## config.mk

```make
export PLATFORM = sky130hd
export DESIGN_NAME = cv32e40p_lce_detector
export DESIGN_NICKNAME = d
export VERILOG_FILES = /design/src/rtl/cv32e40p_lce_detector.sv
export SDC_FILE = /design/constraint.sdc
export NUM_CORES = 1
export LEC_CHECK = 0
export ABC_AREA = 1
export BUFFER_PORTS_ARGS = -buffer_cell sky130_fd_sc_hd__buf_2
export CORE_MARGIN = 3
export CORE_UTILIZATION = 50
export DETAILED_ROUTE_END_ITERATION = 16
export PLACE_DENSITY = 0.81
export SETUP_SLACK_MARGIN = 0.05
export SLEW_MARGIN = 10
export SYNTH_ARGS = -nofsm -noshare
export SYNTH_HDL_FRONTEND = slang
export SYNTH_SLANG_ARGS = --single-unit
```

## constraint.sdc

```tcl
create_clock -name clk -period 1.8 [get_ports clk]
set_input_delay 0.45 -clock clk [delete_from_list [all_inputs] [get_ports clk]]
set_output_delay 0.45 -clock clk [all_outputs]
set_load 0.05 [all_outputs]
```

## src/rtl/cv32e40p_lce_detector.sv

```systemverilog
// Loss-of-control-flow detector at the ID-stage input. It counts accepted non-marker
// instructions between security markers and raises a sticky alarm when a basic block runs too long.
module cv32e40p_lce_detector #(
   parameter int unsigned MAX_BB_LEN       = 8,
   parameter int unsigned MARKER_CNT_WIDTH = 16
) (
   input  logic                              clk,
   input  logic                              rst_n,
   input  logic                              enable_i,
   input  logic                              instr_valid_i,
   input  logic [31:0]                       instr_i,
   input  logic                              flush_i,
   input  logic                              clear_i,
   output logic                              alarm_o,
   output logic [$clog2(MAX_BB_LEN+2)-1:0]   bb_cnt_o,
   output logic [MARKER_CNT_WIDTH-1:0]       marker_cnt_o
);

   localparam int unsigned CNT_W  = $clog2(MAX_BB_LEN + 2);
   localparam logic [31:0] MARKER = 32'h0000_006F;

   localparam logic [1:0] S_IDLE  = 2'd0;
   localparam logic [1:0] S_COUNT = 2'd1;
   localparam logic [1:0] S_ALARM = 2'd2;

   logic [1:0]                  r_state;
   logic [1:0]                  w_state_nxt;
   logic [CNT_W-1:0]            r_bb_cnt;
   logic [CNT_W-1:0]            w_bb_cnt_nxt;
   logic [MARKER_CNT_WIDTH-1:0] r_marker_cnt;
   logic [MARKER_CNT_WIDTH-1:0] w_marker_cnt_nxt;
   logic                        r_alarm;
   logic                        w_alarm_nxt;
   logic                        w_accept;
   logic                        w_is_marker;

   // All-zero words are pipeline bubbles and never count.
   assign w_accept    = instr_valid_i && (instr_i != 32'h0);
   assign w_is_marker = (instr_i == MARKER);

   // State and registered outputs.
   always_ff @(posedge clk or negedge rst_n) begin
      if (!rst_n) begin
         r_state      <= S_IDLE;
         r_bb_cnt     <= '0;
         r_marker_cnt <= '0;
         r_alarm      <= 1'b0;
      end else begin
         r_state      <= w_state_nxt;
         r_bb_cnt     <= w_bb_cnt_nxt;
         r_marker_cnt <= w_marker_cnt_nxt;
         r_alarm      <= w_alarm_nxt;
      end
   end

   // Next-state and next-output logic; flush outranks any instruction in the same cycle.
   always_comb begin
      w_state_nxt      = r_state;
      w_bb_cnt_nxt     = r_bb_cnt;
      w_marker_cnt_nxt = r_marker_cnt;
      w_alarm_nxt      = r_alarm;
      case (r_state)
         S_IDLE: begin
            if (enable_i) begin
               w_state_nxt      = S_COUNT;
               w_bb_cnt_nxt     = '0;
               w_marker_cnt_nxt = '0;
            end
         end
         S_COUNT: begin
            if (!enable_i) begin
               w_state_nxt = S_IDLE;
            end else if (flush_i) begin
               w_bb_cnt_nxt = '0;
            end else if (w_accept && w_is_marker) begin
               w_bb_cnt_nxt = '0;
               if (r_marker_cnt != '1) begin
                  w_marker_cnt_nxt = r_marker_cnt + MARKER_CNT_WIDTH'(1);
               end
            end else if (w_accept) begin
               if (r_bb_cnt == CNT_W'(MAX_BB_LEN)) begin
                  w_state_nxt  = S_ALARM;
                  w_bb_cnt_nxt = CNT_W'(MAX_BB_LEN + 1);
                  w_alarm_nxt  = 1'b1;
               end else begin
                  w_bb_cnt_nxt = r_bb_cnt + CNT_W'(1);
               end
            end
         end
         S_ALARM: begin
            // Disable wins over clear; instructions and flushes are ignored here.
            if (!enable_i) begin
               w_state_nxt = S_IDLE;
               w_alarm_nxt = 1'b0;
            end else if (clear_i) begin
               w_state_nxt  = S_COUNT;
               w_bb_cnt_nxt = '0;
               w_alarm_nxt  = 1'b0;
            end
         end
         default: begin
            w_state_nxt = S_IDLE;
            w_alarm_nxt = 1'b0;
         end
      endcase
   end

   assign alarm_o      = r_alarm;
   assign bb_cnt_o     = r_bb_cnt;
   assign marker_cnt_o = r_marker_cnt;

endmodule

```

Word-level counts from Yosys, hierarchy flattened:

Cells that the tools add are included.

* equality and inequality tests: 21
* bitwise gates (word level): 1
* $lt $le $gt $ge: 0
* muxes and demuxes: 32
* multipliers: 0
* reduce and logical (&&, ||, !) cells: 10
* $add $sub $neg: 2
* shift operators: 0
* div/mod/pow operators: 0

Operators by type and width (number)
* $mux W16: 5
* $eq A32 B7 Y1 const B: 1
* $mux W4: 8
* $pmux W16 S2: 1
* $reduce_bool A32 Y1: 1
* $ne A2 B2 Y1 const B: 10
* $reduce_and A6 Y1: 3
* $add A16 B1 Y16 const B: 1
* $mux W2: 8
* $ne A16 B16 Y1 const B: 1
* $ne A3 B3 Y1 const B: 5
* $pmux W4 S3: 1
* $mux W1: 7
* $reduce_and A7 Y1: 1
* $pmux W2 S3: 1
* $add A4 B1 Y4 const B: 1
* $eq A4 B4 Y1 const B: 1
* $ne A4 B4 Y1 const B: 1
* $pmux W1 S3: 1
* $reduce_bool A3 Y1: 1
* $eq A2 B1 Y1 const B: 1
* $eq A2 B2 Y1 const B: 1
* $logic_and A1 B1 Y1: 2
* $logic_not A2 Y1: 1
* other kinds (2): 2

* input bits: 38
* memory bits (writable): 0
* logic and storage cells: 70
* latch bits: 0
* output and inout bits: 21
* flip-flop bits (word level): 23
* memories kept: 0
* memory bits (read-only): 0

Logic depth before layout (Yosys ltp):

Gate-level depths: netlist of the first run.

* word-level depth: 7
* depth in mapped cells: 12
* gate-level depth less buffers: 12

Worst setup path before layout of the first run:

OpenSTA, ideal clock, no wires.

* path type: register -> register
* start: reg r_marker_cnt[0] (netlist: marker_cnt_o[0])
* end: reg r_marker_cnt[12] (netlist: marker_cnt_o[12])
* period minus slack after synthesis: 1.915 ns
* arrival time: 1.797 ns
* data required time: 1.682 ns
* path slack: -0.115 ns
* cell stages (with the launch flop): 11
* cell sequence: dfrtp_1 ha_1 nand3_2 nor2_2 nand4_1 nand3_1 nor2_1 nand2_4 inv_1 nand2_1 nand2_1

* word-level cells in the longest chain between the ends: 6

Ends and longest elaborated chain
* from (decl): line 30 `logic [MARKER_CNT_WIDTH-1:0] r_marker_cnt;`
* from (signal assigned): line 51 `r_marker_cnt <= w_marker_cnt_nxt;`
* $add A16 B1 Y16: line 78 `w_marker_cnt_nxt = r_marker_cnt + MARKER_CNT_WIDTH'(1);`
* $mux W16: line 77 `if (r_marker_cnt != '1) begin`
* $mux W16: line 75 `end else if (w_accept && w_is_marker) begin`
* $mux W16: line 73 `end else if (flush_i) begin`
* $mux W16: line 71 `if (!enable_i) begin`
* $pmux W16 S2: line 62 `case (r_state)`

Parallel ways exist; a longest one is shown, timed or not. The select of a mux whose other input is x is not followed.
A chain may end at the register's enable or synchronous reset.

Worst setup path after layout of the first run:

* start: reg r_marker_cnt[1] (netlist: marker_cnt_o[1])
* end: reg r_marker_cnt[12] (netlist: marker_cnt_o[12])

The elaborated chain is that of the path after synthesis.

==> qor.yml, run 1 <==
status: "completed"
synth-edff-count: 0
die_w_um: 63.21
synth_nets: 283
reg2reg_slack_ns: 0.16
cts.htree.levels: 1
num_vias: 1727
root_buffer: "clkbuf_4"
vias_per_cell: 4.865
synth_top_area_cell: "dfrtp_1"
ys_async_sr_fraction_pct: 100.0
worstSetupEndpointType: "flop"
hp-class: "input port to async pin"
ys_ff_latch: 23
final_net_count: 353
dr.pass1.iters: 4
setup_viol: 0
cp.required_ns: 2.01
r2r-start: "marker_cnt_o[1]"
ant_nets: 0
hold_violations: 0
seq_area_sq_um: 578.1
synthTopCellsByArea: "dfrtp_1 (35%), nand2_1 (17%), nor2_1 (10%), nand3_1 (5.5%), xor2_1 (4.8%)"
core-area_sq_mm: 0.003078
cts.path.max_buffers: 2
cp.arrival_ns: 1.85
clkTransAtPathRegs_ns: 0.13
routedWlPerCell_um: 11.22
start_util_pct: 53.17
worst_r2r_endpoint: "marker_cnt_o[12]"
gp_congestion: 0.9077
netlist_instances: 242
synth_cell_types: 29
holdBufCountCts: 0
startpoint_type: "flop"
synthFlopType: "dfrtp_1"
maxCapViolCount: 0
first_global_vias: 1583
cts_made_buffers: 3
synth_seq_area_share_pct: 35.17
power.total_mw: 1.229
clk_latency_ns: 0.31
final_layout_size_suffix_gt1_share_pct: 29.26
tns_ns: 0
row_count: 20
syn_to_final_growth_pct: 27.60
slew_viol_final: 0
multi_input_area_sq_um: 975.9
leakagePower_nw: 1.052
fmax_mhz: 611.6
die_h_um: 63.21
power_density_mw_per_mm2: 588.7
synth_warnings: 0
syn_area_per_cell_sq_um: 6.763
syn_area_sq_mm: 0.001637
worst-setup-path-type: "flop to flop"
r2r_cells: 8
grt_pass1_wl_mm: 6.906
skew_ns: 0.01001
fin_crit_sh_pct: 90.83
tightestPinTransition_ns: 0.5140
ios: 59
synthTopCellsByCount: "nand2_1 (72), nor2_1 (44), dfrtp_1 (23)"
slew_headroom_pct: 65.73
grt_usage_pct: 20.94
fillers: 297
die_area_sq_mm: 0.003996
port-buffer-count: 58
synth.most_common_cell: "nand2_1"
fin_crit_ns: 1.635
cts_tree: "yes"
num_antenna_cells: 0
grt.overflow.total: 0
fin_hold_ws_ns: 0.08341
clock-sinks: 23
rsz0062_at_grt: "false"
drt_iter0_drc: 118
grt_max_degree: 24
dp_hpwl_mm: 3.081
wl_mm: 3.983
synth_top_area_share_pct: 35.17
drc_errors: 0
antenna_found_initial: 0
peakVddDrop_v: 0.0006842
crit_path_max_fanout: 3
where the power goes:
part / switching (mW) / internal, mW
Clock: 0.158 / 0.0831
Sequential: 0.0364 / 0.547
Combinational: 0.259 / 0.147
Total: 0.453 / 0.777
cells by family after synthesis:
kind of cell	count (synthesis)	share of synthesized area (%)
AO/OA/AOI/OAI	26	9.023
adder cells (fa/ha/maj)	3	2.294
AND/OR/NAND/NOR	156	41.36
buffers and inverters	23	6.269
flip-flops	23	35.17
XOR/XNOR	11	5.887
layout make-up:
| type | instances | share of cell area (%) |
|---|---|---|
| inverters | 19 | 3.595 |
| clock inverters | 1 | 0.2397 |
| flip-flops and latches | 23 | 27.68 |
| clock buffers | 3 | 1.078 |
| well taps | 44 | 2.636 |
| repair buffers | 69 | 18.03 |
| multi-input cells | 196 | 46.73 |
cells in the final DEF (no fill, tap or decap), types with 6 or more instances in the layout:
cell type	n
o21ai_1	6
inv_1	18
buf_2	58
nand2_1	72
buf_4	10
nor2_1	44
nand3_1	18
o21ai_0	10
dfrtp_1	21
xor2_1	9
worst max-delay path by stage:
stage	to	slack, ns	depth (start not counted)	start
6_report	marker_cnt_o[12]	0.16	8	marker_cnt_o[1]
4_1_cts	marker_cnt_o[13]	0.09	10	marker_cnt_o[1]
3_3_place_gp	bb_cnt_o[2]	0.1	9	instr_i[31]
3_5_place_dp	bb_cnt_o[0]	0.03	9	instr_i[31]
2_1_floorplan	marker_cnt_o[6]	0.06	10	marker_cnt_o[0]
5_1_grt	marker_cnt_o[12]	0.04	10	marker_cnt_o[1]
timing repair:
item | 4_1_cts | 5_1_grt
endpoints found under the setup margin | 0 | 16
gates resized for setup | 0 | 5
setup buffers | 0 | 1
state kept, by name (all words and copies together) (netlist names):
register,flops
alarm_o,1
bb_cnt_o,4
marker_cnt_o,16
r_state,2
critical path, stage by stage, from the launching register on:
cell,delay [ns]
dfrtp_2,0.42
ha_4,0.17
nand3_2,0.11
buf_4,0.17
nor4_1,0.34
xnor2_1,0.16
nor2_1,0.05
nand2_1,0.06
nand2_1,0.05
metrics by stage:
stage	instance area, sq um	utilization [%]	std cells	worst slack (ns)
5_1_grt	2088	67.85	355	0.04499
3_5_place_dp	2028	65.89	350	0.03382
3_3_place_gp	2028	65.89	350	0.09706
2_1_floorplan	1639	-	242	0.05535
6_report	2088	67.85	355	0.1650
4_1_cts	2056	66.79	354	0.08618
metal layers:
layer / share of wire (%) / track usage [%] / routed length (um)
met2: 49 / 35.05 / 1959
met4: 0.53 / 4.313 / 21
met5: 0 / 0 / 0
met1: 46 / 28.04 / 1844
met3: 3.9 / 4.278 / 157
No activity file was read; power rests on OpenSTA's default activity.
==> inputs of run 2 (changes only) <==
--- a/config.mk
+++ b/config.mk
@@ -6,11 +6,11 @@
 export NUM_CORES = 1
 export LEC_CHECK = 0
 export ABC_AREA = 1
-export BUFFER_PORTS_ARGS = -buffer_cell sky130_fd_sc_hd__buf_2
 export CORE_MARGIN = 3
-export CORE_UTILIZATION = 50
+export CORE_UTILIZATION = 57
 export DETAILED_ROUTE_END_ITERATION = 16
-export PLACE_DENSITY = 0.81
+export DONT_BUFFER_PORTS = 1
+export PLACE_DENSITY = 0.73
 export SETUP_SLACK_MARGIN = 0.05
 export SLEW_MARGIN = 10
 export SYNTH_ARGS = -nofsm -noshare
==> run 2 against run 1 <==
- via count is 1.6% lower
- flip-flop and latch count did not move
- clock power grew 2%
- critical path type unchanged
- largest power group unchanged
- highest routed layer unchanged
==> qor.yml, run 2 (synthesis gave the netlist of run 1 again) <==
status: "completed"
num_antenna_cells: 0
fillers: 216
hold_violations: 0
cpPeakStageDelay_ns: 0.43
grt_pass1_wl_mm: 6.679
die_h_um: 59.59
crit_path_max_fanout: 9
antenna_found_initial: 0
fin_hold_ws_ns: 0.2953
cp.arrival_ns: 1.90
clkTransAtPathRegs_ns: 0.13
drt_iter0_drc: 69
worstSetupEndpointType: "flop"
ant_nets: 0
skew_ns: 0.008814
fmax_mhz: 588.7
maxCapViolCount: 0
die_area_sq_mm: 0.003550
routedWlPerCell_um: 14.47
leakagePower_nw: 0.8810
worst-setup-path-type: "flop to flop"
clk_latency_ns: 0.31
slew_viol_final: 0
slew_headroom_pct: 28.43
hp-class: "input port to flop"
final_net_count: 313
power.total_mw: 1.201
final_common_cell: "nand2_1"
final_cell_mix: "nand2_1 (72), nor2_1 (43), buf_4 (25), dfrtp_1 (21)"
reg2reg_slack_ns: 0.10
path_cells: "ha_2, nand3_2, nor2_4, nand4_1, nand3_1, nor2_2, nand2_4, buf_4, nand2_1, o21ai_1"
grt_max_degree: 24
dr.pass1.iters: 4
startpoint_type: "flop"
dp_cells: 293
start_util_pct: 62.64
setup_viol: 0
dp_hpwl_mm: 3.304
cp.required_ns: 2.00
cpMaxStageDelayCell: "dfrtp_2"
row_count: 18
cts_tree: "yes"
wl_mm: 4.354
core-area_sq_mm: 0.002613
gp_congestion: 0.9179
vias_per_cell: 5.645
tns_ns: 0
clock-sinks: 23
post_dp_cell_area_sq_mm: 0.001833
power_density_mw_per_mm2: 628.2
grt_usage_pct: 24.56
tightestPinTransition_ns: 1.070
drc_errors: 0
peakVddDrop_v: 0.0008223
cts.htree.levels: 1
cts.path.max_buffers: 2
root_buffer: "clkbuf_4"
first_global_vias: 1502
num_vias: 1699
instances_no_fill: 301
largest_reg_flops: 16
die_w_um: 59.59
ios: 59
grt.overflow.total: 0
finalInstanceArea_sq_mm: 0.001912
fin_crit_sh_pct: 94.37
fin_crit_ns: 1.699
port-buffer-count: 0
final_layout_size_suffix_gt1_share_pct: 18.45
cts_made_buffers: 3
syn_to_final_growth_pct: 16.82
rsz0062_at_grt: "false"
## run 2: power breakdown
| part | leakage [nW] | total [mW] | switching [mW] | internal (mW) |
|---|---|---|---|---|
| registers | 0.314 | 0.577 | 0.0297 | 0.547 |
| clock network | 0.0150 | 0.245 | 0.158 | 0.0863 |
| logic | 0.552 | 0.379 | 0.258 | 0.121 |
| total | 0.881 | 1.20 | 0.447 | 0.755 |
## run 2: final timing paths
path	start	to	cells after the start
max	marker_cnt_o[0]	marker_cnt_o[15]	10
min	enable_i	r_state[0]	2
max reg2reg	marker_cnt_o[0]	marker_cnt_o[15]	10
min reg2reg	bb_cnt_o[0]	bb_cnt_o[0]	2
max in group asynchronous	rst_n	marker_cnt_o[0]	1
min in group asynchronous	rst_n	marker_cnt_o[12]	1
## run 2: per-layer routing
metal	wire [um]	part of all wire [%]	global-route usage [%]	up-vias
li1	-	-	-	836
met1	1821	42	31.04	773
met4	52	1.2	5.380	0
met3	395	9.1	3.922	6
met5	0	0	0	-
met2	2085	48	43.84	84
## run 2: worst max-delay path: cells and delay by family, from the launching register on
family | cells | cell delay, ns
AND/OR/NAND/NOR | 7 | 0.70
adder cells (fa/ha/maj) | 1 | 0.21
buffers and inverters | 1 | 0.18
AO/OA/AOI/OAI | 1 | 0.06
flip-flops | 1 | 0.43
## run 2: layout make-up
type                    instances  area (sq um)  area share, %
well taps                      30         37.54          1.963
multi-input cells             197         974.7          50.98
inverters                      19         75.07          3.927
flip-flops and latches         23         578.1          30.24
repair buffers                 28         220.2          11.52
clock buffers                   4         26.28          1.374
## run 2: through the flow
step | util [%] | setup slack (ns)
after detailed placement | 70.16 | 0.07395
after CTS | 71.55 | 0.07744
after floorplan | - | 0.05535
final | 73.18 | 0.1013
after global routing | 73.18 | 0.01920
after global placement | 70.16 | 0.1346
## run 2: repair_timing
action | 4_1_cts | 5_1_grt
setup endpoints to repair | 0 | 12
resized for setup | 0 | 6
buffers inserted | 0 | 2
endpoints found under the hold margin | 23 | 0
hold buffers | 1 | 0
==> inputs of run 3 (changes only) <==
--- a/config.mk
+++ b/config.mk
@@ -6,11 +6,12 @@
 export NUM_CORES = 1
 export LEC_CHECK = 0
 export ABC_AREA = 1
+export CORE_ASPECT_RATIO = 0.5
 export CORE_MARGIN = 3
 export CORE_UTILIZATION = 57
 export DETAILED_ROUTE_END_ITERATION = 16
 export DONT_BUFFER_PORTS = 1
-export PLACE_DENSITY = 0.73
+export PLACE_DENSITY = 0.72
 export SETUP_SLACK_MARGIN = 0.05
 export SLEW_MARGIN = 10
 export SYNTH_ARGS = -nofsm -noshare
==> run 3 against run 2 <==
- worst setup slack better by 0.068 ns
- global-route usage down 0.80 points
- sequential power down 2%
- core utilization down 0.95 points
- die area up 1.1%
- final area up 0.79%
- count of clock-buffer cells in the layout down 1
- critical path depth unchanged
- worst hold slack better by 0.030 ns
- final cell count up 1.3%
- power up 4.2%
- combinational power down 6.1%
- critical path type unchanged
- largest cell class unchanged
- largest power group unchanged
- highest routed layer unchanged
==> qor.yml, run 3 (synthesis gave the netlist of run 1 again) <==
leakagePower_nw: 0.8782
swShare_pct: 35.59
clk_latency_ns: 0.27
clock-sinks: 23
crit_path_max_fanout: 12
wl_mm: 4.029
power.internal_uw: 806.3
power_density_mw_per_mm2: 649.6
drc_errors: 0
fillers: 225
start_util_pct: 61.35
port-buffer-count: 0
gp_congestion: 0.9536
die_h_um: 43.89
root_buffer: "clkbuf_8"
slew_headroom_pct: 31.38
cts_tree: "yes"
ant_nets: 0
core-area_sq_mm: 0.002668
rsz0062_at_grt: "false"
final_layout_size_suffix_gt1_share_pct: 18.66
syn_to_final_growth_pct: 17.74
cp.required_ns: 1.96
hp-class: "input port to flop"
fmax_mhz: 613.1
cts.path.max_buffers: 2
ios: 59
dr.pass1.iters: 4
comb_power_share_pct: 28.4
netSwitchingPower_uw: 445.5
clkTransAtPathRegs_ns: 0.09
antenna_found_initial: 0
first_global_vias: 1498
die_area_sq_mm: 0.003589
cp.arrival_ns: 1.79
tightestPinTransition_ns: 1.026
row_count: 13
routedWlPerCell_um: 13.21
power.total_mw: 1.252
peakVddDrop_v: 0.0002844
slew_viol_final: 0
seqPwrFrac_pct: 45.4
reg2reg_slack_ns: 0.17
tns_ns: 0
num_vias: 1641
cts.htree.levels: 1
setup_viol: 0
vias_per_cell: 5.380
hold_violations: 0
worst-setup-path-type: "flop to flop"
die_w_um: 81.78
maxCapViolCount: 0
drt_iter0_drc: 97
cts_made_buffers: 3
fin_crit_sh_pct: 90.62
fin_crit_ns: 1.631
skew_ns: 0.005338
grt_usage_pct: 23.76
grt_max_degree: 24
largest_reg_flops: 16
p_clk_share_pct: 26.2
worstSetupEndpointType: "flop"
num_antenna_cells: 0
final_cell_mix: "nand2_1 (72), nor2_1 (43), buf_4 (25), dfrtp_1 (20)"
grt_pass1_wl_mm: 6.568
post_cts_buffers: 0
startpoint_type: "flop"
dp_hpwl_mm: 3.137
final_net_count: 310
final_common_cell: "nand2_1"
status: "completed"
grt.overflow.total: 0
run 3: what timing repair did:
item,4_1_cts,5_1_grt
hold buffers,1,0
resized for setup,0,7
hold endpoints to repair,23,0
setup endpoints to repair,0,16
run 3: per-layer routing:
| metal | global-route usage, % | share of wire, % | vias up |
|---|---|---|---|
| li1 | - | - | 831 |
| met1 | 29.01 | 44 | 736 |
| met2 | 40.77 | 46 | 70 |
| met3 | 7.469 | 9.2 | 4 |
| met4 | 6.623 | 0.74 | 0 |
| met5 | 0 | 0 | - |
run 3: final cells by class:
cell class                 count  area [sq um]  share of cell area (%)
inverter                      19         75.07                   3.896
sequential                    23         579.3                   30.06
multi-input combinational    196         982.2                   50.97
tap                           37         46.29                   2.403
clock inverter                 1         5.005                  0.2597
clock buffer                   3         41.29                   2.143
timing repair buffer          26         197.7                   10.26
run 3: worst paths after layout:
| kind | startpoint | to | cells after the start |
|---|---|---|---|
| max in group asynchronous | rst_n | marker_cnt_o[6] | 1 |
| min | enable_i | r_state[0] | 2 |
| min in group asynchronous | rst_n | marker_cnt_o[14] | 1 |
| min reg2reg | bb_cnt_o[3] | bb_cnt_o[3] | 2 |
| max | marker_cnt_o[0] | marker_cnt_o[11] | 10 |
| max reg2reg | marker_cnt_o[0] | marker_cnt_o[11] | 10 |
run 3: critical path: stages (launching register included):
cell	delay [ns]
dfrtp_2	0.41
ha_2	0.22
nand3_4	0.12
nor2_4	0.04
nand4_1	0.10
nand3_1	0.08
nor2_2	0.14
nand2_4	0.08
buf_4	0.18
nand2_1	0.09
o21ai_2	0.05
run 3: metrics by stage:
step	hold slack, ns	setup slack [ns]	util [%]	cells	area [sq um]
final	0.3251	0.1689	72.23	305	1927
after global placement	0.1549	0.1419	69.04	300	1842
after floorplan	0.1544	0.05535	-	242	1639
after CTS	0.3267	0.09133	71.15	305	1898
after detailed placement	0.1551	0.1012	69.04	300	1842
after global routing	0.3307	0.04353	72.23	305	1927
run 3: power by group through the flow:
stage                     clock network, mW  registers (mW)  logic, mW
final                                 0.328           0.568      0.356
after global routing                  0.358           0.572      0.383
after CTS                             0.330           0.567      0.352
after detailed placement                  0           0.577      0.338
after global placement                    0           0.575      0.333
after floorplan                           0           0.680      0.148
